==> src/rtl/core_sequencer.sv <==
// Multi-cycle control FSM for the RV32I core: sequences fetch/decode/execute/memory/writeback
// and drives the datapath enables. All outputs decode registered state only.
module core_sequencer #(
  parameter int IMEM_LATENCY = 1,
  parameter int DMEM_LATENCY = 1
) (
  input  logic        clk,
  input  logic        reset,
  input  logic        run,
  input  logic [6:0]  opcode,
  input  logic [4:0]  rd,
  input  logic        branch_taken,
  output logic        imem_rd_en,
  output logic        ir_load,
  output logic        alu_en,
  output logic        dmem_rd_en,
  output logic        dmem_wren,
  output logic        rf_wr_en,
  output logic [1:0]  wb_sel,
  output logic        pc_load,
  output logic [1:0]  pc_sel,
  output logic        illegal_instr,
  output logic [31:0] instret
);

  localparam logic [6:0] OPC_OP     = 7'b0110011;
  localparam logic [6:0] OPC_OP_IMM = 7'b0010011;
  localparam logic [6:0] OPC_LOAD   = 7'b0000011;
  localparam logic [6:0] OPC_STORE  = 7'b0100011;
  localparam logic [6:0] OPC_BRANCH = 7'b1100011;
  localparam logic [6:0] OPC_JAL    = 7'b1101111;
  localparam logic [6:0] OPC_JALR   = 7'b1100111;
  localparam logic [6:0] OPC_LUI    = 7'b0110111;
  localparam logic [6:0] OPC_AUIPC  = 7'b0010111;
  localparam logic [6:0] OPC_FENCE  = 7'b0001111;
  localparam logic [6:0] OPC_SYSTEM = 7'b1110011;

  // Wait counters count down to zero, so they are loaded with latency-1.
  localparam logic [2:0] IWAIT_LOAD = 3'(IMEM_LATENCY - 1);
  localparam logic [2:0] DWAIT_LOAD = 3'(DMEM_LATENCY - 1);

  typedef enum logic [3:0] {
    S_IDLE,
    S_FETCH,
    S_IWAIT,
    S_DECODE,
    S_EXECUTE,
    S_MEM,
    S_DWAIT,
    S_WRITEBACK,
    S_HALT
  } state_t;

  state_t      state_reg, state_next;
  logic [2:0]  wait_cnt_reg, wait_cnt_next;
  logic [31:0] instret_reg;
  logic        illegal_reg;

  // Instruction class captured in DECODE so later states never depend on live decoder inputs.
  logic load_reg, store_reg, branch_reg, jal_reg, jalr_reg, lui_reg, rf_write_reg;
  logic taken_reg;

  logic dec_legal, dec_load, dec_store, dec_branch, dec_jal, dec_jalr, dec_lui, dec_writes;

  always_comb begin
    dec_legal  = 1'b1;
    dec_load   = 1'b0;
    dec_store  = 1'b0;
    dec_branch = 1'b0;
    dec_jal    = 1'b0;
    dec_jalr   = 1'b0;
    dec_lui    = 1'b0;
    dec_writes = 1'b0;
    case (opcode)
      OPC_OP, OPC_OP_IMM, OPC_AUIPC: dec_writes = 1'b1;
      OPC_LOAD: begin
        dec_load   = 1'b1;
        dec_writes = 1'b1;
      end
      OPC_STORE:  dec_store  = 1'b1;
      OPC_BRANCH: dec_branch = 1'b1;
      OPC_JAL: begin
        dec_jal    = 1'b1;
        dec_writes = 1'b1;
      end
      OPC_JALR: begin
        dec_jalr   = 1'b1;
        dec_writes = 1'b1;
      end
      OPC_LUI: begin
        dec_lui    = 1'b1;
        dec_writes = 1'b1;
      end
      OPC_FENCE, OPC_SYSTEM: dec_legal = 1'b1;
      default: dec_legal = 1'b0;
    endcase
  end

  always_ff @(posedge clk) begin
    if (reset) begin
      state_reg    <= S_IDLE;
      wait_cnt_reg <= 3'd0;
      instret_reg  <= 32'd0;
      illegal_reg  <= 1'b0;
      load_reg     <= 1'b0;
      store_reg    <= 1'b0;
      branch_reg   <= 1'b0;
      jal_reg      <= 1'b0;
      jalr_reg     <= 1'b0;
      lui_reg      <= 1'b0;
      rf_write_reg <= 1'b0;
      taken_reg    <= 1'b0;
    end else begin
      state_reg    <= state_next;
      wait_cnt_reg <= wait_cnt_next;
      if (state_reg == S_DECODE) begin
        load_reg     <= dec_load;
        store_reg    <= dec_store;
        branch_reg   <= dec_branch;
        jal_reg      <= dec_jal;
        jalr_reg     <= dec_jalr;
        lui_reg      <= dec_lui;
        rf_write_reg <= dec_writes && (rd != 5'd0);
        if (!dec_legal) illegal_reg <= 1'b1;
      end
      if (state_reg == S_EXECUTE) taken_reg <= branch_taken;
      if (state_reg == S_WRITEBACK) instret_reg <= instret_reg + 32'd1;
    end
  end

  always_comb begin
    state_next    = state_reg;
    wait_cnt_next = wait_cnt_reg;
    case (state_reg)
      S_IDLE: if (run) state_next = S_FETCH;
      S_FETCH: begin
        state_next    = S_IWAIT;
        wait_cnt_next = IWAIT_LOAD;
      end
      S_IWAIT: begin
        if (wait_cnt_reg == 3'd0) state_next = S_DECODE;
        else wait_cnt_next = wait_cnt_reg - 3'd1;
      end
      S_DECODE:  state_next = dec_legal ? S_EXECUTE : S_HALT;
      S_EXECUTE: state_next = (load_reg || store_reg) ? S_MEM : S_WRITEBACK;
      S_MEM: begin
        if (store_reg) begin
          state_next = S_WRITEBACK;
        end else begin
          state_next    = S_DWAIT;
          wait_cnt_next = DWAIT_LOAD;
        end
      end
      S_DWAIT: begin
        if (wait_cnt_reg == 3'd0) state_next = S_WRITEBACK;
        else wait_cnt_next = wait_cnt_reg - 3'd1;
      end
      S_WRITEBACK: state_next = run ? S_FETCH : S_IDLE;
      S_HALT:      state_next = S_HALT;
      default:     state_next = S_IDLE;
    endcase
  end

  always_comb begin
    imem_rd_en = 1'b0;
    ir_load    = 1'b0;
    alu_en     = 1'b0;
    dmem_rd_en = 1'b0;
    dmem_wren  = 1'b0;
    rf_wr_en   = 1'b0;
    wb_sel     = 2'b00;
    pc_load    = 1'b0;
    pc_sel     = 2'b00;
    case (state_reg)
      S_FETCH:   imem_rd_en = 1'b1;
      S_IWAIT:   ir_load    = (wait_cnt_reg == 3'd0);
      S_EXECUTE: alu_en     = 1'b1;
      S_MEM: begin
        dmem_wren  = store_reg;
        dmem_rd_en = load_reg;
      end
      S_WRITEBACK: begin
        pc_load  = 1'b1;
        rf_wr_en = rf_write_reg;
        if (load_reg)                 wb_sel = 2'b01;
        else if (jal_reg || jalr_reg) wb_sel = 2'b10;
        else if (lui_reg)             wb_sel = 2'b11;
        if (jalr_reg)                               pc_sel = 2'b10;
        else if (jal_reg || (branch_reg && taken_reg)) pc_sel = 2'b01;
      end
      default: ;
    endcase
  end

  assign illegal_instr = illegal_reg;
  assign instret       = instret_reg;

endmodule

==> config.mk <==
export PLATFORM = sky130hd
export DESIGN_NAME = core_sequencer
export DESIGN_NICKNAME = d
export VERILOG_FILES = /design/src/rtl/core_sequencer.sv
export SDC_FILE = /design/constraint.sdc
export NUM_CORES = 1
export LEC_CHECK = 0
export CAP_MARGIN = 10
export CORE_ASPECT_RATIO = 1.1
export CORE_MARGIN = 4
export CORE_UTILIZATION = 40
export DETAILED_ROUTE_END_ITERATION = 10
export PLACE_DENSITY = 0.67
export SETUP_SLACK_MARGIN = 0.15
export SLEW_MARGIN = 20
export SYNTH_ARGS = -nofsm -noshare
export SYNTH_HDL_FRONTEND = slang
export SYNTH_SLANG_ARGS = --single-unit
==> constraint.sdc <==
create_clock -name clk -period 5.1 [get_ports clk]
set_clock_uncertainty 0.15 [all_clocks]
set_input_delay 0.765 -clock clk [delete_from_list [all_inputs] [get_ports clk]]
set_output_delay 0.765 -clock clk [all_outputs]
set_load 0.02 [all_outputs]
==> results of run 1 <==
-- final cells by class --
class,count,area (sq um)
fillers,555,2721
well taps,77,96.34
clock inverters,2,15.01
multi-input cells,211,1364
inverters,14,52.55
flip-flops and latches,48,960.9
repair buffers,59,585.6
clock buffers,6,82.58
-- per-stage QoR --
| step | hold slack [ns] | std cells | setup slack (ns) | instance area, sq um |
|---|---|---|---|---|
| finish | 0.3295 | 417 | 1.893 | 3157 |
| global route | 0.3708 | 417 | 1.757 | 3157 |
| CTS | 0.3307 | 417 | 1.873 | 3157 |
| detailed placement | 0.3046 | 409 | 2.214 | 3059 |
| global placement | 0.2931 | 409 | 2.263 | 3059 |
| floorplan | 0.2982 | 290 | 2.422 | 2464 |
-- worst register-to-register path, cell delays in order (launching register included) --
cell and delay [ns]:
dfxtp_1 0.58, nand4b_4 0.19, inv_2 0.20, nand4_1 0.55
nor4_1 0.52, xnor2_1 0.16, nor2_1 0.06
-- synth_stat cells, types with 3 or more instances --
| cell | instances | area (sq um) |
|---|---|---|
| nand4_1 | 7 | 43.79 |
| or3_1 | 5 | 31.28 |
| dfxtp_1 | 48 | 960.9 |
| a21oi_1 | 18 | 90.09 |
| nor2_1 | 49 | 183.9 |
| xnor2_1 | 21 | 183.9 |
| and3_1 | 4 | 25.02 |
| nor2b_1 | 3 | 18.77 |
| xor2_1 | 5 | 43.79 |
| nor4_2 | 3 | 37.54 |
| nand3_1 | 10 | 50.05 |
| buf_2 | 6 | 30.03 |
| inv_1 | 11 | 41.29 |
| and4_1 | 4 | 35.03 |
| o21ai_0 | 5 | 25.02 |
| and2_1 | 4 | 25.02 |
| nor3_1 | 14 | 70.07 |
| a32oi_1 | 3 | 26.28 |
| nor4_1 | 6 | 37.54 |
| clkbuf_1 | 7 | 26.28 |
| mux2i_1 | 3 | 30.03 |
| nand2_1 | 14 | 52.55 |
| ha_1 | 3 | 37.54 |
-- path summary, 6_finish.rpt --
kind            startpoint             to  slack (ns)  depth (start not counted)
max reg2reg   state_reg[2]    instret[30]        2.56                          6
min          illegal_instr  illegal_instr        0.33                          2
min reg2reg  illegal_instr  illegal_instr        0.33                          2
max           state_reg[1]        ir_load        1.89                          4
-- cells by family (layout without fill, tap and decap cells) --
logic type | after synthesis | in the layout | share of synthesized area, %
xor gates and xnor gates | 26 | 26 | 9.243
DFF | 48 | 48 | 39.00
muxes | 4 | 4 | 1.676
adders and majority gates | 3 | 3 | 1.524
buffers and inverters | 31 | 81 | 5.638
and+or+nand+nor | 139 | 139 | 32.76
AOI/OAI and AO/OA | 39 | 39 | 10.16
-- layer usage --
| metal | vias up | GRT usage (%) | wire (um) |
|---|---|---|---|
| met4 | 0 | 3.270 | 48 |
| met2 | 47 | 24.33 | 2582 |
| met5 | - | 0 | 0 |
| li1 | 1103 | - | - |
| met1 | 976 | 17.81 | 2518 |
| met3 | 5 | 3.923 | 242 |
-- power by group through the flow --
stage | clock network, mW | logic [mW] | registers [mW]
after CTS | 0.247 | 0.0598 | 0.385
after detailed placement | 0 | 0.0596 | 0.394
final | 0.236 | 0.0593 | 0.385
after floorplan | 0 | 0.0394 | 0.390
after global routing | 0.260 | 0.0647 | 0.386
after global placement | 0 | 0.0592 | 0.393
==> results.rst, run 1 <==
.. list-table::
   :header-rows: 1

   * - Metric
     - Value
   * - Total power
     - roughly 680 uW
   * - Sum of negative setup slack
     - 0 ns
   * - Number of synthesized register bits
     - 48
   * - Antenna violations before repair
     - 0
   * - Type of origin of the critical path
     - flop
   * - Resized Gates After CTS
     - 0
   * - Logic pwr share
     - 8.7%
   * - Overall die height
     - 90.31 um
   * - Largest stage delay, worst path
     - 0.66 ns
   * - Commonest cells after routing, fill and taps aside
     - clkdlybuf4s50_1 (58), nor2_1 (49), dfxtp_1 (48), xnor2_1 (21), a21oi_1 (18)
   * - Number of nets in the synthesized netlist
     - 309
   * - Switching power as a share of total power
     - around 24%
   * - Number of H-tree branching levels
     - 2
   * - Number of hold buffers added after cts
     - 0
   * - CP Class
     - reg2out
   * - Worst min path class
     - reg2reg
   * - Post-route DRC
     - 0
   * - Final worst path period share
     - roughly 63%
   * - Flip-flop count of the largest register after layout
     - 32
   * - Netlist area before placement
     - 2464 sq um
   * - Worst-path maximum fanout
     - 7
   * - Detailed Routing Iterations Pass 1
     - 4
   * - # clock sinks
     - 48
   * - Power per standard cell area
     - 215.4 nW/um^2
   * - Post-route core utilization
     - a little over half
   * - Sum of routed wire length over all layers
     - roughly 5.4 mm
   * - Fraction of final layout cells with drive strength greater than 1
     - around 6%
   * - Number of warning messages in the yosys log
     - 0
   * - Commonest non-fill, non-tap cell in the layout
     - clkdlybuf4s50_1
   * - Share of power burned in the clock network
     - between 30% and 40%
   * - Relative slew margins
     - roughly two fifths
   * - Nets
     - about 360
   * - EDFF count, synth
     - 0
   * - Pin count of the biggest net entering global routing
     - 52
   * - Required time of the critical path
     - between 4 and 5 ns
   * - Starting density of the core
     - 41.91%
   * - I/O pins
     - 60
   * - Crit end category
     - primary output
   * - Area of the die
     - around 7500 sq um
   * - Buffer type at the clock tree root
     - clkbuf_8
   * - Synthesis-to-layout area growth
     - 28.14%
   * - Sequence of cells on the critical path
     - inv_2 -> or3_1 -> nor4b_1 -> clkdlybuf4s50_1
   * - Number of port buffers
     - 59
   * - Data arrival time of the critical path
     - approximately 2.3 ns
   * - Wire length of the first global-routing pass
     - 9.094 mm
   * - Longest Clk Path Bufs
     - 2
   * - Final Critical Period
     - 3.207 ns
   * - Standard-cell row count
     - 29
   * - Horiz. Die Dim
     - between 80 and 90 um
   * - Insertion delay to the later sink of the worst-skew pair
     - 0.30 ns
   * - Final hold violation count
     - 0
   * - Largest delay share family, worst path
     - simple AND/OR/NAND/NOR gates
   * - Status
     - finished, final reports clean
   * - Number of antenna cells inserted
     - 0
   * - Via count of the first global-routing pass
     - between 2k and 2.5k
   * - CTS clk-pin slew, worst paths
     - 0.08 ns
   * - Buf+Inv Stages, Crit Path
     - 2
   * - Number of setup buffers added after CTS
     - 0
   * - Vias
     - 2,131
   * - Number of buffers added by the clock tree synthesis step
     - 5
   * - Cell variety after synth
     - between 40 and 50
   * - Routed vias/inst
     - slightly above 5
   * - Transition time at the pin with the least slew margin
     - around 0.89 ns
   * - Internal power contribution
     - slightly above 500 uW
   * - Number of pins with negative max-slew slack in the final report
     - 0
   * - Number of nets with antenna violations after routing
     - 0
   * - Portion of total power attributed to sequential cells
     - 56.6%
   * - Total leakage power
     - roughly 1.1 nW
   * - Cell count after synthesis
     - just under 300
   * - Proportion of register bits with asynchronous set or reset after synthesis
     - 0%
   * - CTS tree
     - built
   * - Grt ovf
     - 0
   * - Cell at the slowest stage of the critical path
     - clkdlybuf4s50_1
   * - Fmax achieved
     - 311.8 MHz
   * - MaxCap Viol Count
     - 0
   * - Global router's overall resource usage
     - roughly 14%
   * - Fraction of the yosys area taken by sequential cells
     - slightly below 40%
   * - RSZ-0062 raised after global routing
     - no
   * - Switching power of the nets
     - around 160 uW
   * - Worst ir drop on vdd
     - approximately 0.12 mV
   * - Synth Flop Type
     - dfxtp_1
   * - Placeable core region
     - 5878 sq um
   * - Average cell area after synthesis
     - around 8.5 sq um
   * - Post-DR wirelength/cell
     - approximately 13 um
   * - Count of routing violations after the opening detailed-route iteration
     - 97
   * - Final setup viols
     - 0
   * - HPWL reported at the end of detailed placement
     - around 3.8 mm
   * - Weighted congestion reported at the end of routability-driven placement
     - approximately 0.76
Power figures use the tool's default switching activity.
==> inputs of run 2 (changes only) <==
--- a/config.mk
+++ b/config.mk
@@ -10,7 +10,7 @@
 export CORE_MARGIN = 4
 export CORE_UTILIZATION = 40
 export DETAILED_ROUTE_END_ITERATION = 10
-export PLACE_DENSITY = 0.67
+export PLACE_DENSITY = 0.69
 export SETUP_SLACK_MARGIN = 0.15
 export SLEW_MARGIN = 20
 export SYNTH_ARGS = -nofsm -noshare
==> constraint.sdc (replaced) <==
create_clock -name clk -period 2.9 [get_ports clk]
set_clock_uncertainty 0.15 [all_clocks]
set_input_delay 0.435 -clock clk [delete_from_list [all_inputs] [get_ports clk]]
set_output_delay 0.435 -clock clk [all_outputs]
set_load 0.02 [all_outputs]
==> results.rst, run 2 (same netlist as run 1, synthesis figures left out) <==
.. list-table::
   :header-rows: 1

   * - Metric
     - Value
   * - Cell at the slowest stage of the critical path
     - clkdlybuf4s50_1
   * - RSZ-0062 raised after global routing
     - no
   * - Power per standard cell area
     - 377.2 nW/um^2 (+75%)
   * - Count of routing violations after the opening detailed-route iteration
     - 75 (-23%)
   * - Transition time at the pin with the least slew margin
     - 0.6627 ns (-0.2249 ns)
   * - Final hold violation count
     - 0 (unchanged)
   * - Number of hold buffers added after cts
     - 0 (unchanged)
   * - Fmax achieved
     - between 300 and 400 MHz
   * - Number of buffers added by the clock tree synthesis step
     - 5 (unchanged)
   * - I/O pins
     - 60 (unchanged)
   * - Post-route DRC
     - 0 (unchanged)
   * - Weighted congestion reported at the end of routability-driven placement
     - 0.7900 (+3.6%)
   * - Relative slew margins
     - 55.82% (+15 points)
   * - Number of nets with antenna violations after routing
     - 0 (unchanged)
   * - Global router's overall resource usage
     - 15.06% (+0.81 points)
   * - Required time of the critical path
     - 2.32 ns (-1.86 ns)
   * - Buffer type at the clock tree root
     - clkbuf_8
   * - Antenna violations before repair
     - 0 (unchanged)
   * - Largest stage delay, worst path
     - 0.60 ns (-0.06 ns)
   * - Standard-cell row count
     - 29 (unchanged)
   * - Synthesis-to-layout area growth
     - 29.10%
   * - Status
     - finished, final reports clean
   * - Horiz. Die Dim
     - 82.83 um (unchanged)
   * - Vias
     - 2,159 (+1.3%)
   * - Number of H-tree branching levels
     - 2 (unchanged)
   * - Insertion delay to the later sink of the worst-skew pair
     - 0.30 ns (about the same)
   * - Nets
     - 361 (+0.84%)
   * - Starting density of the core
     - 41.91% (unchanged)
   * - CP Class
     - reg2out
   * - MaxCap Viol Count
     - 0 (unchanged)
   * - Grt ovf
     - 0 (unchanged)
   * - Smallest setup slack after layout
     - 0.2917 ns (-1.601 ns)
   * - Wire length of the first global-routing pass
     - 9.735 mm (+7.0%)
   * - CTS tree
     - built
   * - Commonest non-fill, non-tap cell in the layout
     - clkdlybuf4s50_1
   * - Detailed Routing Iterations Pass 1
     - 4 (unchanged)
   * - HPWL reported at the end of detailed placement
     - 3.955 mm (+3.1%)
   * - Final Critical Period
     - roughly 2.6 ns
   * - Post-DR wirelength/cell
     - 13.02 um (+0.74%)
   * - Data arrival time of the critical path
     - 2.02 ns (-0.27 ns)
   * - Number of port buffers
     - 59 (unchanged)
   * - Sum of routed wire length over all layers
     - 5.470 mm (+1.5%)
   * - Worst min path class
     - reg2reg
   * - Flip-flop count of the largest register after layout
     - 32 (unchanged)
   * - Longest Clk Path Bufs
     - 2 (unchanged)
   * - Final worst path period share
     - about nine tenths
   * - Type of origin of the critical path
     - flop
   * - # clock sinks
     - 48 (unchanged)
   * - Routed vias/inst
     - 5.140 (+0.59%)
   * - Total leakage power
     - 1.090 nW (+1.9%)
   * - Overall die height
     - 90.31 um (unchanged)
   * - Worst-case setup slack after placement
     - 0.3786 ns (-1.835 ns)
   * - Buf+Inv Stages, Crit Path
     - 2 (unchanged)
   * - Worst-path maximum fanout
     - 13 (+6)
   * - Crit end category
     - primary output
   * - Number of antenna cells inserted
     - 0 (unchanged)
   * - Commonest cells after routing, fill and taps aside
     - clkdlybuf4s50_1 (57), nor2_1 (49), dfxtp_1 (48), xnor2_1 (21), a21oi_1 (18)
   * - Pin count of the biggest net entering global routing
     - 37 (-29%)
   * - Sum of negative setup slack
     - 0 ns (unchanged)
   * - Placeable core region
     - 5878 sq um (unchanged)
   * - Sequence of cells on the critical path
     - nand4b_4 -> inv_2 -> and2_1 -> clkdlybuf4s50_1
   * - Number of pins with negative max-slew slack in the final report
     - 0 (unchanged)
   * - Final setup viols
     - 0 (unchanged)
   * - Area of the die
     - 7480 sq um (unchanged)
   * - Fraction of final layout cells with drive strength greater than 1
     - 6.706% (+0.82 points)
   * - CTS clk-pin slew, worst paths
     - 0.08 ns (about the same)
   * - Largest delay share family, worst path
     - buffers and inverters
   * - Via count of the first global-routing pass
     - 2,123 (+5.5%)
   * - Worst ir drop on vdd
     - 0.2197 mV (+80%)
run 2: metrics by stage:
step | util [%] | instances | hold WS, ns | area [sq um] | total power, mW
floorplan | - | 290 | 0.2982 | 2464 | 0.7555
global placement | 52.43 | 412 | 0.3090 | 3082 | 0.7963
detailed placement | 52.43 | 412 | 0.3214 | 3082 | 0.7982
CTS | 54.00 | 420 | 0.3462 | 3174 | 1.212
global route | 54.11 | 420 | 0.3705 | 3181 | 1.248
finish | 54.11 | 420 | 0.3374 | 3181 | 1.200
run 2: per-layer routing:
layer	wire, um	GRT usage, %
met5	0	0
met3	195	3.285
met4	61	3.678
met1	2699	19.91
met2	2513	24.93
run 2: worst paths after layout:
kind                  from       endpoint  slack, ns  cells past startpoint
min          illegal_instr  illegal_instr       0.34                      2
min reg2reg  illegal_instr  illegal_instr       0.34                      2
max reg2reg   state_reg[0]   rf_write_reg       0.64                      5
max           state_reg[2]      pc_sel[1]       0.29                      4
run 2: area by class of cell:
class | count | area, sq um
well taps | 77 | 96.34
fillers | 578 | 2698
clock buffers | 7 | 86.33
inverters | 14 | 52.55
repair buffers | 62 | 606.8
clock inverters | 1 | 7.507
flip-flops and latches | 48 | 960.9
multi-input cells | 211 | 1370
run 2: worst reg2reg max path: cells and delay by family, from the launching register on:
family | cells | cell delay (ns)
flops | 1 | 0.55
simple gates | 2 | 0.79
buf+inv | 1 | 0.14
compound gates | 2 | 0.56
run 2: power by group:
| group | switching [mW] | internal, mW |
|---|---|---|
| sequential | 0.0128 | 0.665 |
| combinational | 0.0558 | 0.0483 |
| clock | 0.223 | 0.194 |
| total | 0.292 | 0.908 |
run 2: repair_timing:
action / 4_1_cts / 5_1_grt
gates resized for setup: 1 / 1
setup endpoints to repair: 1 / 1
buffers inserted: 0 / 0
